===== src/rtl/hal_dsp_dot_seq_pkg.sv =====
// ---------------------------------------------------------------------------
// hal_dsp_dot_seq_pkg
//   Shared types for the dot-product sequencer that drives an fmac32 DSP
//   primitive.
//     seq_state_t : sequencer phase (IDLE, ACCUM, DRAIN, HOLD)
//     FP32_ZERO   : reset value of the result register
//     seq_token_t : tag-pipe token {last, count}. The count field is sized
//                   by TOK_CNT_W, the widest element counter supported; the
//                   sequencer zero-extends its CNT_W-bit count into it.
// ---------------------------------------------------------------------------
package hal_dsp_dot_seq_pkg;

    typedef enum logic [1:0] {
        IDLE  = 2'd0,
        ACCUM = 2'd1,
        DRAIN = 2'd2,
        HOLD  = 2'd3
    } seq_state_t;

    localparam logic [31:0] FP32_ZERO = 32'h0000_0000;

    localparam int TOK_CNT_W = 32;

    typedef struct packed {
        logic                 last;
        logic [TOK_CNT_W-1:0] count;
    } seq_token_t;

endpackage


===== src/rtl/hal_dsp_dot_seq_tag_pipe.sv =====
// ---------------------------------------------------------------------------
// hal_dsp_dot_seq_tag_pipe
//   LATENCY-deep shift register that travels alongside the DSP pipeline.
//   A token pushed in cycle t is presented on the exit port in cycle
//   t+LATENCY, the same cycle the DSP presents the matching result.
//
//   clk         in   clock
//   rst_n       in   asynchronous active-low reset, clears every stage
//   push_i      in   push tok_i this cycle
//   tok_i       in   token {last, count}
//   exit_vld_o  out  a token occupies the exit stage
//   exit_tok_o  out  token in the exit stage
//   any_vld_o   out  any stage holds a token
//   last_vld_o  out  any stage holds a token with last set
// ---------------------------------------------------------------------------
module hal_dsp_dot_seq_tag_pipe
    import hal_dsp_dot_seq_pkg::*;
#(
    parameter int LATENCY = 4
) (
    input  logic       clk,
    input  logic       rst_n,
    input  logic       push_i,
    input  seq_token_t tok_i,
    output logic       exit_vld_o,
    output seq_token_t exit_tok_o,
    output logic       any_vld_o,
    output logic       last_vld_o
);

    logic [LATENCY-1:0] vld_q;
    seq_token_t         tok_q [LATENCY];

    always_ff @(posedge clk or negedge rst_n) begin
        if (!rst_n) begin
            vld_q <= '0;
            for (int i = 0; i < LATENCY; i++) begin
                tok_q[i] <= '0;
            end
        end else begin
            vld_q[0] <= push_i;
            tok_q[0] <= push_i ? tok_i : '0;
            for (int i = 1; i < LATENCY; i++) begin
                vld_q[i] <= vld_q[i-1];
                tok_q[i] <= tok_q[i-1];
            end
        end
    end

    always_comb begin
        last_vld_o = 1'b0;
        for (int i = 0; i < LATENCY; i++) begin
            if (vld_q[i] && tok_q[i].last) begin
                last_vld_o = 1'b1;
            end
        end
    end

    assign exit_vld_o = vld_q[LATENCY-1];
    assign exit_tok_o = tok_q[LATENCY-1];
    assign any_vld_o  = |vld_q;

endmodule


===== src/rtl/hal_dsp_dot_product_sequencer.sv =====
// ---------------------------------------------------------------------------
// hal_dsp_dot_product_sequencer
//   Initiator for an fmac32 DSP instance. Accepts a stream of FP32 (x,y)
//   pairs framed by in_last, drives the DSP op port (accumulate cleared on
//   the first element of each vector), follows the DSP latency with a tag
//   pipe and captures each finished dot product into a one-entry result
//   register with valid/ready.
//
//   Optional feature macro: HAL_DSP_DOT_SEQ_OVERLAP_EN
//     undefined : one vector at a time (IDLE/ACCUM/DRAIN/HOLD sequencing)
//     defined   : the next vector may stream in while the previous result
//                 is in flight; only last beats stall.
//
//   Parameters
//     LATENCY  DSP result latency in cycles (>= 1), must match the fmac32
//     CNT_W    element counter width, counter saturates at all-ones
//
//   Ports
//     clk, rst_n                       clock, async active-low reset
//     in_valid/in_ready                element beat handshake
//     in_x, in_y, in_last              FP32 operands, end-of-vector marker
//     dsp_x_out, dsp_y_out             operand pass-through to the DSP
//     dsp_accumulate_out               0 on the first beat of a vector
//     dsp_valid_out                    DSP op strobe (accepted beat)
//     dsp_result_in                    DSP result
//     res_valid/res_ready              result handshake
//     res_data, res_count              dot product and element count
//     busy                             activity or tokens in flight
//
// state | meaning
// ------+----------------------------------------------------------------
// IDLE  | waiting for the first beat of a vector
// ACCUM | mid-vector, accepting further beats
// DRAIN | last beat taken, waiting for its token to leave the tag pipe
// HOLD  | result valid, waiting for res_ready
// ---------------------------------------------------------------------------
module hal_dsp_dot_product_sequencer
    import hal_dsp_dot_seq_pkg::*;
#(
    parameter int LATENCY = 4,
    parameter int CNT_W   = 16
) (
    input  logic             clk,
    input  logic             rst_n,
    input  logic             in_valid,
    output logic             in_ready,
    input  logic [31:0]      in_x,
    input  logic [31:0]      in_y,
    input  logic             in_last,
    output logic [31:0]      dsp_x_out,
    output logic [31:0]      dsp_y_out,
    output logic             dsp_accumulate_out,
    output logic             dsp_valid_out,
    input  logic [31:0]      dsp_result_in,
    output logic             res_valid,
    input  logic             res_ready,
    output logic [31:0]      res_data,
    output logic [CNT_W-1:0] res_count,
    output logic             busy
);

    if (LATENCY < 1) begin : g_bad_latency
        $fatal(1, "hal_dsp_dot_product_sequencer: LATENCY must be >= 1");
    end
    if ((CNT_W < 1) || (CNT_W > TOK_CNT_W)) begin : g_bad_cnt_w
        $fatal(1, "hal_dsp_dot_product_sequencer: CNT_W out of range");
    end

    logic             accept;
    logic             first_q, first_d;
    logic [CNT_W-1:0] count_q, count_d;
    logic             res_valid_q, res_valid_d;
    logic [31:0]      res_data_q, res_data_d;
    logic [CNT_W-1:0] res_count_q, res_count_d;

    seq_token_t       push_tok;
    seq_token_t       exit_tok;
    logic             exit_vld;
    logic             tok_any_vld;
    logic             tok_last_vld;
    logic             capture;

    assign accept = in_valid && in_ready;

    // first_q marks the vector boundary: the next accepted beat starts a new
    // vector, so the DSP must overwrite rather than accumulate.
    always_comb begin
        first_d = first_q;
        count_d = count_q;
        if (accept) begin
            first_d = in_last;
            if (first_q) begin
                count_d = CNT_W'(1);
            end else if (count_q != {CNT_W{1'b1}}) begin
                count_d = count_q + 1'b1;
            end
        end
    end

    always_comb begin
        push_tok       = '0;
        push_tok.last  = in_last;
        push_tok.count = TOK_CNT_W'(count_d);
    end

    hal_dsp_dot_seq_tag_pipe #(
        .LATENCY (LATENCY)
    ) u_tag_pipe (
        .clk        (clk),
        .rst_n      (rst_n),
        .push_i     (accept),
        .tok_i      (push_tok),
        .exit_vld_o (exit_vld),
        .exit_tok_o (exit_tok),
        .any_vld_o  (tok_any_vld),
        .last_vld_o (tok_last_vld)
    );

    if (CNT_W < TOK_CNT_W) begin : g_cnt_hi
        logic unused_cnt_hi;
        assign unused_cnt_hi = ^exit_tok.count[TOK_CNT_W-1:CNT_W];
    end

    // Only the token of a last beat carries a finished dot product.
    assign capture = exit_vld && exit_tok.last;

    // Capture wins over a same-cycle handshake so a fresh result is never lost.
    always_comb begin
        res_valid_d = res_valid_q;
        res_data_d  = res_data_q;
        res_count_d = res_count_q;
        if (res_valid_q && res_ready) begin
            res_valid_d = 1'b0;
        end
        if (capture) begin
            res_valid_d = 1'b1;
            res_data_d  = dsp_result_in;
            res_count_d = exit_tok.count[CNT_W-1:0];
        end
    end

    always_ff @(posedge clk or negedge rst_n) begin
        if (!rst_n) begin
            first_q     <= 1'b1;
            count_q     <= '0;
            res_valid_q <= 1'b0;
            res_data_q  <= FP32_ZERO;
            res_count_q <= '0;
        end else begin
            first_q     <= first_d;
            count_q     <= count_d;
            res_valid_q <= res_valid_d;
            res_data_q  <= res_data_d;
            res_count_q <= res_count_d;
        end
    end

`ifdef HAL_DSP_DOT_SEQ_OVERLAP_EN
    // Phase is !first_q, the pending last is any last token in the tag pipe.
    // Non-last beats always flow; a last beat waits until the previous
    // result has both left the pipe and been (or is being) consumed.
    always_comb begin
        in_ready = !in_last || !(tok_last_vld || (res_valid_q && !res_ready));
    end

    assign busy = !first_q || tok_any_vld || res_valid_q;
`else
    seq_state_t state_q, state_d;

    logic unused_last_vld;
    assign unused_last_vld = tok_last_vld;

    always_ff @(posedge clk or negedge rst_n) begin
        if (!rst_n) begin
            state_q <= IDLE;
        end else begin
            state_q <= state_d;
        end
    end

    always_comb begin
        state_d  = state_q;
        in_ready = 1'b0;
        case (state_q)
            IDLE: begin
                in_ready = 1'b1;
                if (in_valid) begin
                    state_d = in_last ? DRAIN : ACCUM;
                end
            end
            ACCUM: begin
                in_ready = 1'b1;
                if (in_valid && in_last) begin
                    state_d = DRAIN;
                end
            end
            DRAIN: begin
                if (capture) begin
                    state_d = HOLD;
                end
            end
            HOLD: begin
                if (res_valid_q && res_ready) begin
                    state_d = IDLE;
                end
            end
            default: state_d = IDLE;
        endcase
    end

    assign busy = (state_q != IDLE) || tok_any_vld;
`endif

    assign dsp_x_out          = in_x;
    assign dsp_y_out          = in_y;
    assign dsp_accumulate_out = !first_q;
    assign dsp_valid_out      = accept;
    assign res_valid          = res_valid_q;
    assign res_data           = res_data_q;
    assign res_count          = res_count_q;

endmodule


===== config.mk =====
export PLATFORM = sky130hd
export DESIGN_NAME = hal_dsp_dot_product_sequencer
export DESIGN_NICKNAME = d
export VERILOG_FILES = /design/src/rtl/hal_dsp_dot_seq_pkg.sv /design/src/rtl/hal_dsp_dot_seq_tag_pipe.sv /design/src/rtl/hal_dsp_dot_product_sequencer.sv
export SDC_FILE = /design/constraint.sdc
export NUM_CORES = 1
export LEC_CHECK = 0
export CORE_UTILIZATION = 39
export DETAILED_ROUTE_END_ITERATION = 16
export HOLD_SLACK_MARGIN = 0.15
export PLACE_DENSITY = 0.76
export SLEW_MARGIN = 20
export SYNTH_ARGS = -nofsm -noshare
export SYNTH_HDL_FRONTEND = slang
export SYNTH_SLANG_ARGS = --single-unit

===== constraint.sdc =====
create_clock -name clk -period 1.7 [get_ports clk]
set_clock_uncertainty 0.1 [all_clocks]
set_input_delay 0.17 -clock clk [delete_from_list [all_inputs] [get_ports clk]]
set_output_delay 0.17 -clock clk [all_outputs]
set_load 0.01 [all_outputs]

### After elaboration in Yosys (flattened, before gate mapping)

Cells that the tools add are included.

| cells by class | value |
|---|---|
| multipliers | 0 |
| $lt $le $gt $ge | 0 |
| multiplexer cells | 13 |
| bitwise gates (word level) | 0 |
| $add $sub $neg | 1 |
| div/mod/pow operators | 0 |
| shift operators | 0 |
| reductions and logical operators | 12 |
| eq/ne operators | 8 |

Operator list:

| operator | count |
|---|---|
| $mux 16 | 3 |
| $mux 33 | 1 |
| $add 16x1->16 const B | 1 |
| $ne 16x16->1 const B | 1 |
| $mux 2 | 5 |
| $ne 2x2->1 const B | 4 |
| $pmux 2 s4 | 1 |
| $eq 2x2->1 const B | 2 |
| $logic_and 1x1->1 | 4 |
| $reduce_and 4->1 | 1 |
| $reduce_bool 2->1 | 2 |
| $reduce_or 4->1 | 1 |
| $mux 1 | 3 |
| $eq 2x1->1 const B | 1 |
| $logic_not 2->1 | 1 |
| $reduce_or 2->1 | 1 |
| $logic_not 1->1 | 1 |
| $logic_or 1x1->1 | 1 |

| word-level totals | value |
|---|---|
| bits of input ports | 101 |
| memory bits (read-only) | 0 |
| register bits after elaboration | 140 |
| RAM bits | 0 |
| word-level logic and storage cells | 49 |
| latch bits | 0 |
| output and inout port bits | 117 |
| memories | 0 |

### Logic depth before layout (Yosys ltp)

Gate-level depths: netlist of run 1.

| logic depth | value |
|---|---|
| word-level depth | 6 |
| gate-level depth with buffers | 8 |
| mapped depth without buffers | 8 |

### Hierarchy

Synthesis of run 1 repeated with hierarchy kept, for this count alone.

| unflattened totals | value |
|---|---|
| cell total of the unflattened synthesis | 500 |
| area total of the unflattened synthesis | 7342.0 µm² |

By module, submodules not included:

| module | area an instance (µm²) | cells each | times used | seq. area each (µm²) |
|---|---|---|---|---|
| hal_dsp_dot_seq_tag_pipe | 3897.5 | 209 | 1 | 3403.3 |
| hal_dsp_dot_product_sequencer | 3444.6 | 291 | 1 | 1702.9 |

### Least setup slack after synthesis of run 1

Ideal clock, no wire load.

| timing | value |
|---|---|
| path type | register to register |
| start | register state_q[0] |
| end | register count_q[11] |
| buffers on the path | 1 |
| period minus slack after synthesis | 1921 ps |
| cell stages (with the launch flop) | 9 |
| setup slack | -221 ps |
| setup time | 138 ps |
| data required time | 1462 ps |
| data arrival time | 1682 ps |
| path through | dfrtp_1 -> inv_1 -> ha_1 -> or2_2 -> nand2_1 -> inv_1 -> buf_1 -> a21oi_1 -> a21oi_2 |

| on the way | value |
|---|---|
| cells in the longest elaborated chain, start to end | 5 |
| elaborated cells between the ends (all ways) | 6 |
| classes of those cells | eq/ne: 1; mux: 2; reduce/logical: 3 |

RTL lines:

| what | line | RTL |
|---|---|---|
| from (decl) | hal_dsp_dot_product_sequencer.sv:168 | `seq_state_t state_q, state_d;` |
| from (signal assigned) | hal_dsp_dot_product_sequencer.sv:177 | `state_q <= state_d;` |
| $eq 2x1->1 or $logic_not 2->1 (tied branches) | hal_dsp_dot_product_sequencer.sv:184 | `case (state_q)` |
| $reduce_or 2->1 (no source line) * | - |  |
| $mux 1 * | hal_dsp_dot_product_sequencer.sv:184 |  |
| via in_ready | hal_dsp_dot_product_sequencer.sv:46 | `output logic in_ready,` |
| $logic_and 1x1->1 * | hal_dsp_dot_product_sequencer.sv:83 | `assign accept = in_valid && in_ready;` |
| via dsp_valid_out | hal_dsp_dot_product_sequencer.sv:53 | `output logic dsp_valid_out,` |
| $mux 16 * | hal_dsp_dot_product_sequencer.sv:90 | `if (accept) begin` |
| via count_d[11] | hal_dsp_dot_product_sequencer.sv:71 | `logic [CNT_W-1:0] count_q, count_d;` |
| to (signal assigned) | hal_dsp_dot_product_sequencer.sv:151 | `count_q <= count_d;` |
| to (decl) | hal_dsp_dot_product_sequencer.sv:71 |  |

The timed path passes the listed nets; every way through them passes the cells marked *.
A chain may end at the register's enable or synchronous reset.

### Final worst setup path of run 1

| timing | value |
|---|---|
| start | register state_q[0] |
| end | output port dsp_valid_out |

| on the way | value |
|---|---|
| cells in the longest elaborated chain, start to end | 4 |
| elaborated cells between the ends (all ways) | 5 |
| classes of those cells | eq/ne: 1; mux: 1; reduce/logical: 3 |

RTL lines:

| what | line |
|---|---|
| $eq 2x1->1 or $logic_not 2->1 (tied branches) | hal_dsp_dot_product_sequencer.sv:184 |
| $reduce_or 2->1 (no source line) * | - |
| $mux 1 * | hal_dsp_dot_product_sequencer.sv:184 |
| $logic_and 1x1->1 * | hal_dsp_dot_product_sequencer.sv:83 |
| to (decl) | hal_dsp_dot_product_sequencer.sv:53 |

Every way passes the cells marked *; elsewhere a longest branch is shown, timed or not.

==> results of run 1 <==
-- area by class of cell --
| class | count | area (um^2) |
|---|---|---|
| repair buffers | 156 | 1480 |
| multi-input cells | 179 | 1650 |
| well taps | 176 | 220 |
| inverters | 10 | 42.5 |
| clock inverters | 14 | 193 |
| clock buffers | 18 | 429 |
| fillers | 1068 | 5940 |
| flip-flops and latches | 140 | 3500 |
-- what timing repair did --
action	in CTS	in global routing
gates cloned	2	0
setup endpoints to repair	35	37
pin swaps	14	12
setup buffers	11	4
hold buffers	2	0
resized for setup	45	33
endpoints found under the hold margin	140	0
-- how the worst max path moves through the flow --
stage,from,end,slack [ns],cells past startpoint
6_report,state_q[0]$_DFFE_PN0P_,dsp_valid_out,-0.12,6
5_1_grt,state_q[1]$_DFFE_PN0P_,dsp_valid_out,-0.18,6
4_1_cts,state_q[1]$_DFFE_PN0P_,dsp_valid_out,-0.13,6
3_5_place_dp,count_q[1]$_DFF_PN0_,count_q[0]$_DFF_PN0_,-0.11,6
3_3_place_gp,state_q[0]$_DFFE_PN0P_,dsp_valid_out,-0.08,6
2_1_floorplan,state_q[0]$_DFFE_PN0P_,count_q[4]$_DFF_PN0_,-0.007,7
-- cells in the final DEF (no fill, tap or decap), types with 4 or more instances in the layout --
cell type          n
clkdlybuf4s50_1   84
o311ai_2           4
nand3_1            4
nand2_1            8
bufinv_16          4
buf_6             11
and3_4             6
dfrtp_1          139
mux2_2            48
nor2_1             7
buf_12             4
a31oi_1            4
nand2_2            4
inv_1              6
clkbuf_16         17
o21ai_0            8
a21oi_1           16
xnor2_1            4
buf_4             53
o31ai_1            7
-- worst max-delay path: stages, from the launching register on --
cell and delay (ns):
dfrtp_1 0.39, inv_2 0.07, ha_4 0.15, or2_4 0.26, nand2_4 0.10, inv_6 0.05
buf_6 0.11
-- cells by family after synthesis --
logic type               after synthesis  synth area share (%)
flip-flops                           140                  64.2
buffers and inverters                 86                  10.5
AO/OA/AOI/OAI                         60                  7.13
AND/OR/NAND/NOR                       53                  5.32
multiplexers                          51                  10.4
XOR/XNOR                               8                  1.28
adder cells (fa/ha/maj)                5                  1.15
-- per-layer routing --
metal  part of all wire, %  track usage (%)
met3                   6.1             4.76
met4                   4.6             10.6
met1                    36             17.3
met5                     0                0
met2                    53             28.5
-- sequential cells by signal (all words and copies together), names as in the netlist --
signal                 flops
count_q                   16
u_tag_pipe.tok_q          51
first_q                    1
u_tag_pipe.exit_tok_o     17
res_data                  32
state_q                    2
u_tag_pipe.vld_q           4
res_count                 16
res_valid                  1
-- power groups by stage --
stage          sequential (mW)  clock, mW  combinational [mW]
5_1_grt                   4.40       4.06                3.57
6_report                  4.32       3.82                3.32
2_1_floorplan             4.53          0                1.23
4_1_cts                   4.32       3.92                3.18
3_3_place_gp              4.34          0                2.84
3_5_place_dp              4.39          0                2.96
-- stage by stage --
stage | instance area (um^2) | utilization (%) | setup TNS (ns)
after CTS | 7320 | 54.4 | -0.366
after global placement | 6500 | 48.4 | -0.361
final | 7510 | 55.8 | -0.860
after global routing | 7510 | 55.8 | -2.69
after detailed placement | 6500 | 48.4 | -1.51
after floorplan | 5490 | - | -0.0147
==> impl_results.md, run 1 <==
* Status: finished, violations left
* Failing checks: negative setup slack
* Drt first pass iters at 4
* DRC at 0
* Critical Path RT at ~1.4 ns
* Worst hold slack at 0.128 ns
* Synth Net Count at approximately 510
* Worst r2r path cells at 10
* Post-DP HPWL at ~7.6 mm
* Pwr Density at between 1500 and 2000 nW/um^2
* LEAKAGE at ~3.5 nW
* Logic pwr share at approximately 29%
* Die ar. at ~14,000 um^2
* Cell variety after synth at 46
* Fin. Hold Viols at 0
* R2R Setup Slk at -0.10 ns
* EDFF count, synth at 0
* Synth Area per Inst at between 10 and 15 um^2
* Gpl congestion at roughly 0.85
* DR vias/cell at around 4.9
* Maximum clock frequency at 550 MHz
* Share of cells above drive strength 1 at 38.1%
* CTS Sinks at 140
* Mapped Cells at roughly 400
* Top cells by area in the synthesized netlist: dfrtp_1 (64%), mux2_2 (9.9%), buf_4 (9.1%), a21oi_1 (1.6%), ha_1 (1.1%)
* Worst setup EP type: primary output
* Register share of total power at a little under two fifths
* Drt total wl at roughly 11 mm
* Top cells by count, synth: dfrtp_1 (139), buf_4 (66), mux2_2 (48)
* Post-route insts no fill at 693
* Post-DRT Antenna Nets at 0
* Net Sw Power at 3.08 mW
* Antenna violations before repair at 0
* Die Width at around 120 um
* Htree depth at 4
* Tmin final at approximately 1.8 ns
* Hold Crit Class: in2async
* Diodes inserted at 0
* Leading area contributor after synthesis: dfrtp_1
* Clock power share at ~33%
* Worst EP arrival at between 1.5 and 2 ns
* Post-synthesis register bit count at 140
* Max_cap viols at 0
* CTS tree: yes
* Crit Path Max Fanout at 6
* Iteration-0 DRC Markers at between 100 and 150
* Period utilisation layout at 107%
* CP Launch Type: flip-flop
* Number of global-route vias before repair at approximately 3,500
* Synth-to-Final Area Change at 37.6%
* Total track usage at between 15 and 20%
* Fraction of registers with async set or reset after synthesis at 100%
* Starting Density at between 40 and 50%
* Max Slew Vio Count at 0
* Final worst slack at -0.119 ns
* Die height at between 100 and 150 um
* Final setup viols at 12
* Largest net degree at the start of global routing at 40
* Slew margin rel. at 69.6%
* Internal Power at around 8.4 mW
* Post-synth top area share at a little under two thirds
* Total congestion overflow at 0
* Slew @ Worst Pin at approximately 0.45 ns
* Vias at 3,405
* Unrepaired setup endpoints after global routing: true
* Primary FF master, synth: dfrtp_1
* Worst VDD drop at 0.767 mV
* Sw frac at between 20% and 30%
* Deepest clock path buffer count at 2
* Most frequent cell after synthesis: dfrtp_1
* Total CTS buffers at 17
* Clk Latency, worst-skew pair at 0.41 ns
* CTS Root Cell: clkbuf_16
* Placed insts at 643
* WL/cell at 16.4 um
* Nets at 610
* Row count at 42
* Post-Syn Area at about 5500 um^2
* Crit path kind: reg2out
* Setup Slack @ Placement at -0.106 ns
* Synth warnings at 0
* Seq/Total Area, Yosys at about 64%
* IO Pins at 218
* Total power at roughly 11 mW
* Clock transition at path regs at approximately 0.06 ns
* # port buffers at 89
* Core ar. at between 10,000 and 15,000 um^2
* FF-to-FF Start: state_q[0]$_DFFE_PN0P_
* Global-route wire length before repair at around 18 mm
* Reg2reg end: count_q[7]$_DFF_PN0_
Note: power is estimated with default switching activity, not from simulation.
==> run 2, diff against run 1 <==
--- a/config.mk
+++ b/config.mk
@@ -9,6 +9,7 @@
 export DETAILED_ROUTE_END_ITERATION = 16
 export HOLD_SLACK_MARGIN = 0.15
 export PLACE_DENSITY = 0.76
+export SETUP_SLACK_MARGIN = 0.3
 export SLEW_MARGIN = 20
 export SYNTH_ARGS = -nofsm -noshare
 export SYNTH_HDL_FRONTEND = slang
==> run 2 against run 1 <==
The run still ends with negative setup slack left. Register-to-register slack got worse by 0.05 ns. Cell count is 0.43% higher. First-iteration DRC count is 29% lower. Combinational power grew 6.9%. Count of clock-buffer cells in the layout down 1. Worst hold slack gained 0.010 ns. Utilization grew 2.3 points. Routed wire length grew 9.0%. Critical path type is now reg2reg. Cell area up 4.1%. Worst setup slack worse by 0.029 ns.
==> impl_results.md, run 2 (synthesized netlist as in run 1, its figures left out) <==
* Period utilisation layout at 109%
* Crit Path Max Fanout at 12
* WL/cell at 17.8 um
* Logic pwr share at between 30% and 40%
* Total track usage at approximately 16%
* CTS tree: yes
* Post-DRT Antenna Nets at 0
* Commonest non-fill, non-tap cells in the layout: dfrtp_1 (134), mux2_2 (48), dlygate4sd2_1 (48), buf_4 (44), clkdlybuf4s50_1 (35)
* Tmin final at roughly 1.8 ns
* Slew margin rel. at between 70% and 80%
* # port buffers at approximately 90
* Global-route wire length before repair at 17.9 mm
* Met2 Track Usage GR at around 28%
* Gpl congestion at 0.792
* Slew @ Worst Pin at around 0.4 ns
* Register share of total power at 37.3%
* Max_cap viols at 0
* CP cell instances: inv_2, ha_4, or2_4, nand2_4, buf_6, nor2_1, a211oi_1
* CP peak stage delay at 0.37 ns
* Internal Power at 8.08 mW
* Number of global-route vias before repair at approximately 3,600
* Clock power share at about a third
* Final worst slack at -0.148 ns
* Row count at 42
* Worst r2r path cells at 7
* Starting Density at 40.6%
* CP Launch Type: flip-flop
* CTS Sinks at between 100 and 150
* CTS Root Cell: clkbuf_16
* Drt first pass iters at 4
* Fillers at around 1,100
* Sw frac at 30.3%
* Total power at 11.6 mW
* Unrepaired setup endpoints after global routing: true
* Worst setup EP type: flip-flop
* Die Width at 120 um
* Met1 usage at between 15 and 20%
* Synth-to-Final Area Change at 43.2%
* Crit path kind: reg2reg
* Die ar. at 14,500 um^2
* Total congestion overflow at 0
* Clock transition at path regs at approximately 0.070 ns
* Drt total wl at 12.4 mm
* Post-DP HPWL at between 7 and 8 mm
* IO Pins at around 220
* Deepest clock path buffer count at 2
* Vias at around 3,400
* Final setup viols at 22
* Core ar. at between 10,000 and 15,000 um^2
* Htree depth at 4
* Failing checks: negative setup slack
* LEAKAGE at 3.65 nW
* Crit path buf inv count at 2
* Pwr Density at between 1000 and 1500 nW/um^2
* Worst EP arrival at about 2 ns
* Delay-heaviest family, CP: simple AND/OR/NAND/NOR gates
* Die height at roughly 120 um
* Slowest cell on crit path: dfrtp_1
* Largest net degree at the start of global routing at 43
* Antenna violations before repair at 0
* Maximum clock frequency at 541 MHz
* Worst VDD drop at 0.963 mV
* Most flop-heavy register: u_tag_pipe.tok_q
* Hold Crit Class: in2async
* Clk Latency, worst-skew pair at 0.42 ns
* Net Sw Power at 3.52 mW
* Placed Area at 6490 um^2
* Critical Path RT at ~1.9 ns
* Most common cell after layout, fill and taps aside: dfrtp_1
* Iteration-0 DRC Markers at ~100
* Max Slew Vio Count at 0
* Share of cells above drive strength 1 at around 44%
* Busiest layer in global routing: met2
* Max FFs per register at between 50 and 60
* Total CTS buffers at 17
* Nets at just over 600
* Finished Cell Area at around 7800 um^2
* Diodes inserted at 0
* Status: finished, violations left
* Fin. Hold Viols at 0
* M3 GR Usage at between 5 and 6%
* DRC at 0
* DR vias/cell at between 4 and 5
* Instance count on the critical path at 7
run 2: changes by cell type in the layout (fill, tap and decap cells not counted), moves of 4 or more:
cell	change
dfrtp_1	-5
a21oi_2	+8
buf_6	+4
dfrtp_2	+5
inv_6	+5
clkdlybuf4s50_1	-49
o31ai_1	-4
buf_4	-9
o31ai_2	+4
o311ai_4	+6
a21oi_1	-9
dlygate4sd2_1	+47
run 2: power by group through the flow:
stage / logic, mW / clock network [mW] / registers (mW)
finish: 3.55 / 3.73 / 4.33
floorplan: 1.35 / 0 / 4.55
detailed placement: 2.89 / 0 / 4.40
CTS: 2.96 / 3.79 / 4.33
global placement: 2.82 / 0 / 4.36
global route: 3.78 / 3.94 / 4.42
run 2: final cells by class:
cell class	instances	area (um^2)	share of cell area, %
Inverter	10	45.0	0.576
Clock buffer	17	425	5.44
Multi-Input combinational cell	181	1910	24.4
Timing Repair Buffer	157	1530	19.6
Clock inverter	15	178	2.27
Sequential cell	140	3510	44.9
Tap cell	176	220	2.82
run 2: worst reg2reg max path, cell delays in order (launching register included):
cell and delay [ns]:
dfrtp_1 0.37, inv_2 0.08, ha_4 0.16, or2_4 0.27
nand2_4 0.09, buf_6 0.24, nor2_1 0.11, a211oi_1 0.30
run 2: worst paths after layout:
path	start	endpoint	slack, ns
min reg2reg	u_tag_pipe.tok_q[110]$_DFF_PN0_	u_tag_pipe.tok_q[77]$_DFF_PN0_	0.24
max in group asynchronous	rst_n	u_tag_pipe.tok_q[46]$_DFF_PN0_	0.78
min	rst_n	count_q[6]$_DFF_PN0_	0.14
max	state_q[1]$_DFFE_PN0P_	count_q[15]$_DFF_PN0_	-0.15
min in group clk	in_x[19]	dsp_x_out[19]	0.24
max reg2reg	state_q[1]$_DFFE_PN0P_	count_q[15]$_DFF_PN0_	-0.15
run 2: what timing repair did:
item,in CTS,in global routing
setup buffers,13,13
pin swaps,14,11
setup endpoints to repair,91,44
gates resized for setup,101,56
hold buffers,1,0
gates cloned,3,4
hold endpoints to repair,140,0
run 2: per-layer routing:
metal	up-vias	part of all wire [%]
met5	-	0
met4	0	3.4
met3	56	5.0
met2	107	54
met1	1726	38
li1	1550	-
run 2: metrics by stage:
step / utilization (%) / cells / setup WS [ns] / hold slack (ns) / TNS [ns]
floorplan: - / 403 / 0.0528 / -0.226 / 0
global placement: 48.2 / 630 / -0.0441 / 0.0121 / -0.0491
detailed placement: 48.2 / 630 / -0.0725 / 0.0145 / -0.335
CTS: 54.5 / 679 / -0.113 / 0.139 / -0.381
global route: 58.1 / 696 / -0.191 / 0.162 / -2.54
finish: 58.1 / 696 / -0.148 / 0.138 / -0.950
